## config.mk

```make
export PLATFORM = sky130hd
export DESIGN_NAME = fsm_pattern_sequencer
export DESIGN_NICKNAME = d
export VERILOG_FILES = /design/src/rtl/fsm_pattern_sequencer.sv
export SDC_FILE = /design/constraint.sdc
export NUM_CORES = 1
export LEC_CHECK = 0
export ABC_AREA = 1
export CELL_PAD_IN_SITES_DETAIL_PLACEMENT = 2
export CELL_PAD_IN_SITES_GLOBAL_PLACEMENT = 2
export CORE_UTILIZATION = 27
export CTS_CLUSTER_SIZE = 20
export DETAILED_ROUTE_END_ITERATION = 7
export HOLD_SLACK_MARGIN = 0.15
export PLACE_DENSITY = 0.76
export SYNTH_ARGS = -nofsm -noshare
export SYNTH_HDL_FRONTEND = slang
export SYNTH_SLANG_ARGS = --single-unit
```

## constraint.sdc

```tcl
create_clock -name clk -period 2.8 [get_ports clk]
set_input_delay 0.42 -clock clk [delete_from_list [all_inputs] [get_ports clk]]
set_output_delay 0.42 -clock clk [all_outputs]
set_load 0.03 [all_outputs]
```

## src/rtl/fsm_pattern_sequencer.sv

```systemverilog
`default_nettype none
// ============================================================================
// Module   : fsm_pattern_sequencer
// Summary  : Holds x low for a settle window, shifts a captured pattern onto x
//            LSB first, and cross-checks two FSM implementations cycle by cycle.
// Revision : 1.0
// ============================================================================
module fsm_pattern_sequencer #(
  parameter int PATTERN_LEN   = 16,
  parameter int LEN_W         = 5,
  parameter int SETTLE_CYCLES = 20
) (
  input  logic                   clk,
  input  logic                   rst_n,
  input  logic                   start,
  input  logic                   abort,
  input  logic [PATTERN_LEN-1:0] pattern,
  input  logic [LEN_W-1:0]       length,
  output logic                   x,
  input  logic                   z1_a,
  input  logic                   z2_a,
  input  logic                   z1_b,
  input  logic                   z2_b,
  output logic                   busy,
  output logic                   done,
  output logic                   mismatch,
  output logic [LEN_W-1:0]       mismatch_idx,
  output logic [LEN_W-1:0]       mismatch_count
);

  localparam int CNT_W = (SETTLE_CYCLES > 1) ? $clog2(SETTLE_CYCLES) : 1;
  localparam logic [CNT_W-1:0] c_settle_last = CNT_W'(SETTLE_CYCLES - 1);
  localparam logic [LEN_W-1:0] c_len_max     = LEN_W'(PATTERN_LEN);

  localparam logic [2:0] c_st_idle   = 3'd0;
  localparam logic [2:0] c_st_settle = 3'd1;
  localparam logic [2:0] c_st_drive  = 3'd2;
  localparam logic [2:0] c_st_check  = 3'd3;
  localparam logic [2:0] c_st_done   = 3'd4;

  logic [2:0]             state_q, state_d;
  logic [PATTERN_LEN-1:0] pattern_q, pattern_d;
  logic [LEN_W-1:0]       length_q, length_d;
  logic [LEN_W-1:0]       idx_q, idx_d;
  logic [CNT_W-1:0]       cnt_q, cnt_d;
  logic                   x_q, x_d;
  logic                   busy_q, busy_d;
  logic                   done_q, done_d;
  logic                   mismatch_q, mismatch_d;
  logic [LEN_W-1:0]       mismatch_idx_q, mismatch_idx_d;
  logic [LEN_W-1:0]       mismatch_count_q, mismatch_count_d;

  logic [LEN_W-1:0]       idx_inc;
  logic [LEN_W-1:0]       length_clamped;
  logic                   last_bit;
  logic                   cmp_en;
  logic                   cmp_fail;

  assign idx_inc        = idx_q + LEN_W'(1);
  assign length_clamped = (length > c_len_max) ? c_len_max : length;
  assign last_bit       = (idx_inc == length_q);

  // The FSMs lag x by one cycle, so a compare at this edge judges the bit
  // driven in the previous cycle (idx_q - 1); abort suppresses the compare.
  assign cmp_en   = !abort && (((state_q == c_st_drive) && (idx_q != '0)) ||
                               (state_q == c_st_check));
  assign cmp_fail = cmp_en && ((z1_a != z1_b) || (z2_a != z2_b));

  always_ff @(posedge clk or negedge rst_n) begin
    if (!rst_n) begin
      state_q          <= c_st_idle;
      pattern_q        <= '0;
      length_q         <= '0;
      idx_q            <= '0;
      cnt_q            <= '0;
      x_q              <= 1'b0;
      busy_q           <= 1'b0;
      done_q           <= 1'b0;
      mismatch_q       <= 1'b0;
      mismatch_idx_q   <= '0;
      mismatch_count_q <= '0;
    end else begin
      state_q          <= state_d;
      pattern_q        <= pattern_d;
      length_q         <= length_d;
      idx_q            <= idx_d;
      cnt_q            <= cnt_d;
      x_q              <= x_d;
      busy_q           <= busy_d;
      done_q           <= done_d;
      mismatch_q       <= mismatch_d;
      mismatch_idx_q   <= mismatch_idx_d;
      mismatch_count_q <= mismatch_count_d;
    end
  end

  always_comb begin
    state_d          = state_q;
    pattern_d        = pattern_q;
    length_d         = length_q;
    idx_d            = idx_q;
    cnt_d            = cnt_q;
    mismatch_d       = mismatch_q;
    mismatch_idx_d   = mismatch_idx_q;
    mismatch_count_d = mismatch_count_q;

    if (abort) begin
      state_d = c_st_idle;
    end else begin
      case (state_q)
        c_st_idle: begin
          if (start) begin
            pattern_d        = pattern;
            length_d         = length_clamped;
            cnt_d            = '0;
            idx_d            = '0;
            mismatch_d       = 1'b0;
            mismatch_idx_d   = '0;
            mismatch_count_d = '0;
            state_d          = (length == '0) ? c_st_done : c_st_settle;
          end
        end
        c_st_settle: begin
          if (cnt_q == c_settle_last) begin
            state_d = c_st_drive;
            idx_d   = '0;
          end else begin
            cnt_d = cnt_q + CNT_W'(1);
          end
        end
        c_st_drive: begin
          idx_d = idx_inc;
          if (last_bit) begin
            state_d = c_st_check;
          end
        end
        c_st_check: state_d = c_st_done;
        c_st_done:  state_d = c_st_idle;
        default:    state_d = c_st_idle;
      endcase
    end

    if (cmp_fail) begin
      mismatch_d = 1'b1;
      if (!mismatch_q) begin
        mismatch_idx_d = idx_q - LEN_W'(1);
      end
      if (mismatch_count_q != '1) begin
        mismatch_count_d = mismatch_count_q + LEN_W'(1);
      end
    end

    // Each launched bit is consumed from the bottom of the shift register.
    if (state_d == c_st_drive) begin
      pattern_d = pattern_q >> 1;
    end
  end

  always_comb begin
    x_d    = 1'b0;
    busy_d = 1'b0;
    done_d = 1'b0;
    if (state_d == c_st_drive) begin
      x_d = pattern_q[0];
    end
    if ((state_d == c_st_settle) || (state_d == c_st_drive) || (state_d == c_st_check)) begin
      busy_d = 1'b1;
    end
    if (state_d == c_st_done) begin
      done_d = 1'b1;
    end
  end

  assign x              = x_q;
  assign busy           = busy_q;
  assign done           = done_q;
  assign mismatch       = mismatch_q;
  assign mismatch_idx   = mismatch_idx_q;
  assign mismatch_count = mismatch_count_q;

endmodule
`default_nettype wire
```

# Word-level counts from Yosys, hierarchy flattened
# Cells that the tools add are included.
dict set report totals {
  ff_bits 48
  in_bits 29
  output_inout_bits 14
  wordCells 89
}
dict set report op_classes {
  add_sub_neg 4
  magnitude_cmp 1
  eq_ne 17
  n_mux 33
  bitwise 1
  reduce_logical 22
}
# op n
set ops {}
lappend ops {{$mux W5} 14}
lappend ops {{$mux W16} 4}
lappend ops {{$add A5 B1 Y5 const B} 3}
lappend ops {{$mux W3} 5}
lappend ops {{$pmux W5 S3} 1}
lappend ops {{$eq A3 B2 Y1 const B} 4}
lappend ops {{$pmux W3 S4} 1}
lappend ops {{$pmux W5 S2} 1}
lappend ops {{$reduce_bool A2 Y1} 5}
lappend ops {{$reduce_and A3 Y1} 3}
lappend ops {{$reduce_and A4 Y1} 2}
lappend ops {{$mux W1} 7}
lappend ops {{$eq A3 B1 Y1 const B} 2}
lappend ops {{$ne A2 B2 Y1 const B} 3}
lappend ops {{$eq A5 B5 Y1} 1}
lappend ops {{$eq A5 B5 Y1 const B} 1}
lappend ops {{$gt A5 B5 Y1 const B} 1}
lappend ops {{$logic_not A5 Y1} 1}
lappend ops {{$ne A5 B5 Y1 const B} 1}
lappend ops {{$reduce_bool A5 Y1} 1}
lappend ops {{$sub A5 B1 Y5 const B} 1}
lappend ops {{$logic_or A1 B1 Y1} 4}
lappend ops {{$ne A2 B1 Y1 const B} 2}
lappend ops {{$eq A3 B3 Y1 const B} 1}
lappend ops {{6 further kinds} 9}

# Logic depth before layout (Yosys ltp)
# Gate-level depths: netlist (run 1).
dict set report logic_depth {
  word_depth 9
  ltp_mapped 14
  ltp_nobuf 12
}

# Worst setup path after synthesis (run 1)
# No wires, ideal clock.
dict set report synth_timing {
  path_type {register to register}
  start {register idx_q[0]}
  end {register pattern_q[10]}
  setup_time_ps 65
  t_arrival_ps 1791
  required_time_ps 2735
  path_slack_ps 944
  stages_incl_launch_ff 13
  n_path_buf 1
  synth_period_minus_slack_ps 1856
  path_cell_list {dfrtp_1 inv_1 ha_1 xnor2_1 nand3_1 nor2_2 nand2_4 nand3_4 nand2_2 nand2_4 buf_6 nand2_1 nand2_1}
}
dict set report synth_between {
  elab_chain_cells 8
  elab_cells_between_ends 11
  cone_classes {add/sub (1); eq/ne (3); mux (4); reduce/logical (3)}
}
# item line_no
set synth_rtl {}
lappend synth_rtl {{start: declaration} 44} ;# logic [LEN_W-1:0] idx_q, idx_d;
lappend synth_rtl {{start signal: assignment} 86} ;# idx_q <= idx_d;
lappend synth_rtl {{$add A5 B1 Y5 (*)} 59} ;# assign idx_inc = idx_q + LEN_W'(1);
lappend synth_rtl {{$eq A5 B5 Y1 (*)} 61} ;# assign last_bit = (idx_inc == length_q);
lappend synth_rtl {{$mux W3 (*)} 133} ;# if (last_bit) begin
lappend synth_rtl {{$pmux W3 S4 (*)} 110} ;# case (state_q)
lappend synth_rtl {{$mux W3 (*)} 107} ;# if (abort) begin
lappend synth_rtl {{$eq A3 B2 Y1 (*)} 154} ;# if (state_d == c_st_drive) begin
lappend synth_rtl {{$ne A2 B1 Y1 (no source line) or $reduce_bool A2 Y1 (tied branches)} n/a}
lappend synth_rtl {{$reduce_and A3 Y1 (no source line)} n/a}
lappend synth_rtl {{end signal: assignment} 84} ;# pattern_q <= pattern_d;
lappend synth_rtl {{end: declaration} 42} ;# logic [PATTERN_LEN-1:0] pattern_q, pattern_d;
# Every way passes the cells marked *; elsewhere a longest branch is shown, timed or not.
# A chain may end at the register's enable or synchronous reset.

# Final worst setup path (run 1)
dict set report layout_timing {
  start {register idx_q[0]}
  end {register pattern_q[8]}
}
# The elaborated chain is that of the path after synthesis.

==> summary.txt, run 1 <==
Status: complete, no violations
CTS tree: built
Relative slew slack: 60.5%
Net switching power: 404 uW
Die width: 100 um
Clock transition at path regs: 90 ps
CTS buffer count: 5
Yosys top cell area share: 46.2%
Max frequency: 460 MHz
YS warnings: 0
Synth top area cells: dfrtp_1 46%, nand2_1 17%, nand4_1 4.6%
CP Launch Type: register
Row cnt: 35
Clk buf depth: 2
Ant. Diodes: 0
Detailed Place HPWL: 5490 um
Setup TNS: 0 ps
CP Max Fanout: 14
GR Overflow Total: 0
Final hold slack: 487 ps
Setup Viol. Count Final: 0
Switching part of the total: 28.3%
HP Start: pattern_q[15]
I/O pin count: 43
Worst R2R Start: idx_q[0]
Slew @ Worst Pin: 593 ps
CP arrival: 2420 ps
Avg Inst Size Synth: 8.02 um^2
Synth async-reset ratio: 100%
Clk Latency, worst-skew pair: 310 ps
Root Driver: clkbuf_8
Final #Nets: 404
Overall Global Routing Usage: 15.9%
RR Endpoint: pattern_q[8]
Sequential share of the synthesized area: 46.2%
Drt first pass iters: 4
Initial antenna violation count: 0
Initial Utilization: 28.0%
Biggest area consumer among synthesized cells: dfrtp_1
Fin. max-slew vios: 0
Prevailing post-synth register cell: dfrtp_1
Max-cap viol count: 0
Worst R2R Path Depth: 12
RSZ-0062 raised after global routing: false
Post-DRT Antenna Nets: 0
Chip Height: 100 um
Sequential share of power: 55.5%
Drt drc: 0
DRT iter0 DRCs: 47
Setup bufs post-CTS: 0
Final WL: 7260 um
Reg2reg setup slack: 620 ps
CORE AREA: 9280 um^2
Die area: 10000 um^2
WL/cell: 14.5 um
WHS Endpoint: pattern_q[15]
Hold/Removal Path Class: reg -> reg
Final-report hold violation count: 0
Vias per cell: 4.69
Hold buffers post-CTS: 1
Combinational share of power: 15.9%
Syn nets: 358
Leak: 1.57 nW
Area Overhead vs Synth: 24.5%
Minimum clock period after layout: 2180 ps
Layout cells sized above 1: 8.92%
Worst hold path cell count: 2
Placer Congestion: 0.738
Vias in the first global route: 2539
Port buffer count: 42
Worst Skew: 4.74 ps
Final period utilization: 77.7%
Setup crit end kind: register
Clock Power Share: 28.6%
EDFF count, synth: 0
CTS sink count: 48
Resized cells post-CTS: 0
WP data required: 3050 ps
# H-tree levels: 2
Power per cell area: 441 nW/um^2
First-pass GRT wire length: 12400 um
Max VDD drop: 0.297 mV
Mapped Area: 2600 um^2
Internal power: 1.02 mW
Synth Instances: 324
Critical path class: reg -> reg
Yosys cell types: 34
Seq cells post-synth: 48
Routed via count: 2339
Fillers: 1121
Pin count of the biggest net entering global routing: 33
==> worst max-delay path by stage <==
| stage | to | depth (start not counted) | start |
|---|---|---|---|
| 2_1_floorplan | pattern_q[10] | 12 | idx_q[0] |
| 3_3_place_gp | idx_q[2] | 6 | abort |
| 3_5_place_dp | idx_q[4] | 6 | abort |
| 4_1_cts | pattern_q[8] | 12 | idx_q[0] |
| 5_1_grt | pattern_q[13] | 12 | idx_q[0] |
| 6_report | pattern_q[8] | 12 | idx_q[0] |
==> Yosys cell counts (3+ instances only) <==
cell type    n
nand2_1    117
nand3_1     22
inv_1       28
o21ai_0     10
nor3_1       3
a21oi_1      7
buf_6        3
xnor2_1      4
nand4_1     19
ha_1         5
nor2_2       5
xor2_1       3
buf_2        4
dfrtp_1     48
o22ai_1      6
inv_2        4
nor2_1      16
==> cell type report <==
| type | count | area (um^2) | area share [%] |
|---|---|---|---|
| Multi-Input combinational cell | 233 | 1200 | 37.1 |
| Tap cell | 129 | 161 | 4.99 |
| Inverter | 33 | 125 | 3.87 |
| Clock buffer | 6 | 72.6 | 2.24 |
| Sequential cell | 48 | 1200 | 37.1 |
| Clock inverter | 1 | 5.00 | 0.155 |
| Timing Repair Buffer | 49 | 470 | 14.5 |
==> placed cells by master (no fill, tap or decap) <==
cell	instances
clkinv_2	2
nand3_2	1
clkbuf_8	5
nor2_1	16
a21oi_4	1
nand2_1	117
o22ai_1	6
nand3_4	1
clkbuf_1	1
a21oi_1	7
nor3_2	1
clkdlybuf4s50_1	41
nand3_1	22
buf_2	1
a31o_2	1
inv_2	4
nand4_1	19
xor2_1	3
a22o_1	2
nor3b_1	1
dfrtp_1	48
nand2_4	2
inv_1	28
nand2_2	1
o21ai_1	1
o21ai_0	10
nand4_4	1
ha_1	5
xnor2_1	4
dlygate4sd3_1	1
nor2_8	1
o21a_1	1
nor3_1	3
buf_4	6
nor2_2	5
o31ai_1	1
==> flip-flops by register name, summed over array words and instances (netlist names) <==
register and cells:
x 1, length_q 5, done 1, state_q 3, mismatch 1, pattern_q 16, cnt_q 5, busy 1
mismatch_count 5, idx_q 5, mismatch_idx 5
==> metal layers <==
metal | global-route usage [%] | part of all wire (%) | up-vias | wire [um]
met5 | 0 | 0 | - | 0
met4 | 4.68 | 1.1 | 0 | 78
met3 | 2.65 | 2.9 | 7 | 208
met2 | 29.7 | 51 | 41 | 3720
met1 | 18.8 | 45 | 1152 | 3250
li1 | - | - | 1139 | -
==> metrics by stage <==
step | instances | cell area [um^2] | worst slack (ps) | power, mW | utilization (%)
after floorplan | 324 | 2600 | 944 | 0.933 | -
after global placement | 491 | 3150 | 383 | 1.03 | 33.9
after detailed placement | 491 | 3150 | 332 | 1.04 | 33.9
after CTS | 499 | 3230 | 601 | 1.46 | 34.8
after global routing | 499 | 3230 | 408 | 1.52 | 34.8
final | 499 | 3230 | 625 | 1.43 | 34.8
==> power groups by stage <==
stage | clock network [mW] | logic, mW | registers [mW]
final | 0.407 | 0.227 | 0.791
after floorplan | 0 | 0.136 | 0.796
after global routing | 0.459 | 0.258 | 0.799
after global placement | 0 | 0.224 | 0.802
after CTS | 0.435 | 0.234 | 0.791
after detailed placement | 0 | 0.232 | 0.804
==> logic make-up after synthesis <==
logic type	count (synthesis)	synth area share [%]
XOR/XNOR	7	2.36
flip-flops	48	46.2
adder cells (fa/ha/maj)	5	2.41
AND/OR/NAND/NOR	191	34.2
buffers and inverters	43	7.65
AO/OA/AOI/OAI	30	7.13
==> critical path, stage by stage, from the launching register on <==
cell and delay (ps):
dfrtp_1 470, inv_1 130, ha_1 380, xnor2_1 180
nand3_1 110, nor2_2 170, nand2_4 80, nand3_4 100
buf_4 220, nand2_1 80, nand2_1 60, nand2_1 50
nand2_1 80
No activity file was read; power rests on OpenSTA's default activity.
==> inputs of run 2 (changes only) <==
Clock period 2.8 ns to 2.2 ns, I/O delays scaled along.
==> summary.txt, run 2 (synthesis results as in run 1) <==
Top Usage Layer GRT: met2
Die width: 100 um
Root Driver: clkbuf_8
Largest delay share family, worst path: simple AND/OR/NAND/NOR gates
Max reg flops: 16
Most common cell after layout, fill and taps aside: nand2_1
Minimum clock period after layout: 2000 ps
Placer Congestion: 0.758
Critical path class: reg -> reg
Crit. path cell count: 11
Worst Skew: 10.7 ps
Ant. Diodes: 0
Reg2reg setup slack: 200 ps
Power per cell area: 589 nW/um^2
Relative slew slack: 60.6%
Vias in the first global route: 2738
Finished Layout Cells: 509
Clk Latency, worst-skew pair: 320 ps
Final-report hold violation count: 0
# H-tree levels: 2
Initial Utilization: 28.0%
Leak: 1.63 nW
Initial antenna violation count: 0
Vias per cell: 4.68
Layout cells sized above 1: 12.1%
Final worst slack: 198 ps
Max frequency: 500 MHz
Leading cell types in the layout, fill and taps excluded: 117 x nand2_1, 47 x dfrtp_1, 41 x clkdlybuf4s50_1
Chip Height: 100 um
Worst R2R Path Depth: 11
Largest register by flop count: pattern_q
Post-DRT Antenna Nets: 0
Routed via count: 2380
CTS tree: built
Final #Nets: 413
Worst path bufs/invs: 1
CP max stage cell: dfrtp_2
RR Endpoint: pattern_q[12]
WP data required: 2450 ps
CTS sink count: 48
DRT iter0 DRCs: 29
I/O pin count: 43
Met3 usage: 2.44%
CP Launch Type: register
Worst setup endpoint: pattern_q[12]
Port buffer count: 42
Final WL: 7730 um
CP arrival: 2250 ps
CTS buffer count: 5
Worst stage delay on the critical path: 460 ps
CORE AREA: 9280 um^2
Fin. max-slew vios: 0
Slew @ Worst Pin: 590 ps
Grt met1 use: 20.7%
GR Overflow Total: 0
Row cnt: 35
Overall Global Routing Usage: 17.3%
Drt drc: 0
Worst R2R Start: idx_q[0]
Max VDD drop: 0.239 mV
Clk buf depth: 2
RSZ-0062 raised after global routing: false
Met2 usage: 32.9%
Setup Viol. Count Final: 0
Pin count of the biggest net entering global routing: 27
Crit path cell chain: inv_1, ha_4, xnor2_1, nand3_1, nor2_2, nand2_4, nand3_4, nand2_2, nand2_4, nand2_1, nand2_1
Worst Setup SP: idx_q[0]
Clock transition at path regs: 100 ps
Area Overhead vs Synth: 30.0%
Final period utilization: 91.0%
Setup crit end kind: register
First-pass GRT wire length: 13500 um
Hold/Removal Path Class: reg -> reg
CP Max Fanout: 16
WL/cell: 15.2 um
Drt first pass iters: 4
Placed cell count: 498
Detailed Place HPWL: 5950 um
Setup slack at placement: -65.3 ps
Die area: 10000 um^2
Max-cap viol count: 0
Status: complete, no violations
-- run 2: worst min-delay path by stage --
stage	cells after the start	from	endpoint	slack [ps]
after floorplan	0	rst_n	busy	30
after global placement	1	rst_n	mismatch_count[2]	360
after detailed placement	1	rst_n	mismatch_count[2]	360
after CTS	2	pattern_q[15]	pattern_q[15]	500
after global routing	2	pattern_q[3]	pattern_q[3]	530
final	2	pattern_q[15]	pattern_q[15]	500
-- run 2: final cells by class --
cell class,count,area (um^2)
clock buffers,5,68.8
clock inverters,3,42.5
fillers,1102,5910
inverters,33,125
multi-input cells,233,1210
flip-flops and latches,48,1200
well taps,129,161
repair buffers,58,567
-- run 2: layer usage --
layer | up-vias | wire length (um)
met5 | - | 0
met4 | 0 | 72
met3 | 8 | 201
met2 | 40 | 4050
met1 | 1173 | 3400
li1 | 1159 | -
-- run 2: metrics by stage --
stage | area [um^2] | hold WS, ps | total power, mW | setup TNS (ps) | util (%)
3_3_place_gp | 3210 | 361 | 1.32 | 0 | 34.6
4_1_cts | 3350 | 496 | 2.02 | 0 | 36.1
3_5_place_dp | 3210 | 363 | 1.34 | -389 | 34.6
5_1_grt | 3380 | 533 | 2.11 | 0 | 36.4
2_1_floorplan | 2600 | 34.4 | 1.19 | 0 | -
6_report | 3380 | 495 | 1.99 | 0 | 36.4
-- run 2: tightest hold or removal path, stage by stage, from the launching register on --
cell,delay [ps]
dfrtp_1,370
nand2_1,60
nand2_1,50
-- run 2: repair_timing --
item / 4_1_cts / 5_1_grt
hold buffers: 1 / 0
setup endpoints to repair: 1 / 16
buffers inserted: 1 / 1
gates resized for setup: 0 / 3
hold endpoints to repair: 22 / 0
pin swaps: 1 / 1
-- run 2: report_power, final --
| part | internal (mW) | switching (mW) | leakage [nW] |
|---|---|---|---|
| Clock | 0.337 | 0.328 | 0.0541 |
| Sequential | 0.959 | 0.0523 | 0.634 |
| Combinational | 0.138 | 0.174 | 0.946 |
==> inputs of run 3 (changes only) <==
Settings changed: CORE_MARGIN from default to 5, DONT_BUFFER_PORTS from default to 1, PLACE_DENSITY 0.76 to 0.66.
==> summary.txt, run 3 (synthesis results as in run 1) <==
Placed Area: 2750 um^2
Max frequency: 503 MHz
Die width: 108 um
PnR Total Power: 1.79 mW
Drt drc: 0
Final period utilization: 90.3%
First-pass GRT wire length: 12100 um
Post-DRT Antenna Nets: 0
Max VDD drop: 0.282 mV
Critical path class: reg -> reg
Placer Congestion: 0.753
Final #Nets: 369
Setup TNS: 0 ps
Initial antenna violation count: 0
Detailed Place HPWL: 5280 um
Leak: 1.46 nW
Final WL: 7420 um
Final-report hold violation count: 0
Vias per cell: 4.77
Clk Latency, worst-skew pair: 310 ps
RSZ-0062 raised after global routing: false
I/O pin count: 43
Setup Viol. Count Final: 0
Initial Utilization: 27.9%
Final hold slack: 194 ps
WP data required: 2460 ps
Clk buf depth: 2
Placed cell count: 450
Max reg flops: 16
Leading cell types in the layout, fill and taps excluded: 117 x nand2_1, 47 x dfrtp_1, 28 x inv_1
WL/cell: 16.0 um
CTS sink count: 48
Drt first pass iters: 3
Routed via count: 2212
Design Area, Final: 2930 um^2
CP arrival: 2240 ps
GR Overflow Total: 0
Layout cells sized above 1: 10.7%
Pin count of the biggest net entering global routing: 49
CORE AREA: 9330 um^2
Ant. Diodes: 0
Final core occ: 31.4%
Minimum clock period after layout: 1990 ps
Chip Height: 108 um
Setup slack at placement: 86.2 ps
Row cnt: 35
CP Launch Type: register
Finished Layout Cells: 464
Root Driver: clkbuf_8
Largest register by flop count: pattern_q
Max-cap viol count: 0
Area Overhead vs Synth: 12.7%
Vias in the first global route: 2410
Relative slew slack: 74.0%
Setup crit end kind: register
Final worst slack: 212 ps
Hold/Removal Path Class: in -> reg
CTS tree: built
Clock transition at path regs: 90 ps
Die area: 11700 um^2
Overall Global Routing Usage: 13.3%
DRT iter0 DRCs: 52
CP Max Fanout: 16
Worst Skew: 7.21 ps
Status: complete, no violations
Fin. max-slew vios: 0
CTS buffer count: 5
Power per cell area: 611 nW/um^2
Most common cell after layout, fill and taps aside: nand2_1
Fillers: 1118
Port buffer count: 0
Slew @ Worst Pin: 388 ps
# H-tree levels: 2
==> run 3: layout make-up <==
cell class                 count  area (um^2)  share of cell area, %
multi-input combinational    233         1200                   40.9
tap                          129          161                   5.51
inverter                      33          125                   4.27
clock buffer                   6         72.6                   2.48
sequential                    48         1200                   41.1
timing repair buffer          14          163                   5.56
clock inverter                 1         5.00                  0.171
==> run 3: per-layer routing <==
layer	up-vias	routed length, um	GRT usage [%]
met2	40	3730	23.6
met4	0	49	2.43
met3	4	416	4.12
li1	1067	-	-
met5	-	0	0
met1	1101	3220	16.0
==> run 3: repair_timing <==
item,CTS,global route
setup buffers,0,1
resized for setup,0,1
endpoints found under the setup margin,0,15
hold buffers,6,0
endpoints found under the hold margin,54,0
==> run 3: path summary, 6_finish.rpt <==
check	from	end	slack, ps	cells past startpoint
min in group asynchronous	rst_n	done	530	2
worst max register to register	idx_q[0]	pattern_q[1]	210	11
worst max-delay path	idx_q[0]	pattern_q[1]	210	11
worst min-delay path	length[3]	length_q[3]	190	2
worst min register to register	pattern_q[4]	pattern_q[4]	490	2
max in group asynchronous	rst_n	idx_q[0]	1420	2
==> run 3: where the power goes <==
group          total, mW  switching [mW]  internal [mW]  leakage [nW]
registers           1.01          0.0517          0.958         0.634
clock network      0.527           0.310          0.217        0.0410
logic              0.250           0.155         0.0954         0.784
==> run 3: worst max-delay path, cell delays in order, from the launching register on <==
cell,delay (ps)
dfrtp_2,430
inv_1,100
ha_1,350
xnor2_1,180
nand3_1,110
nor2_2,170
nand2_4,80
nand3_4,110
nand2_2,80
nand2_4,170
nand2_1,90
nand2_1,80
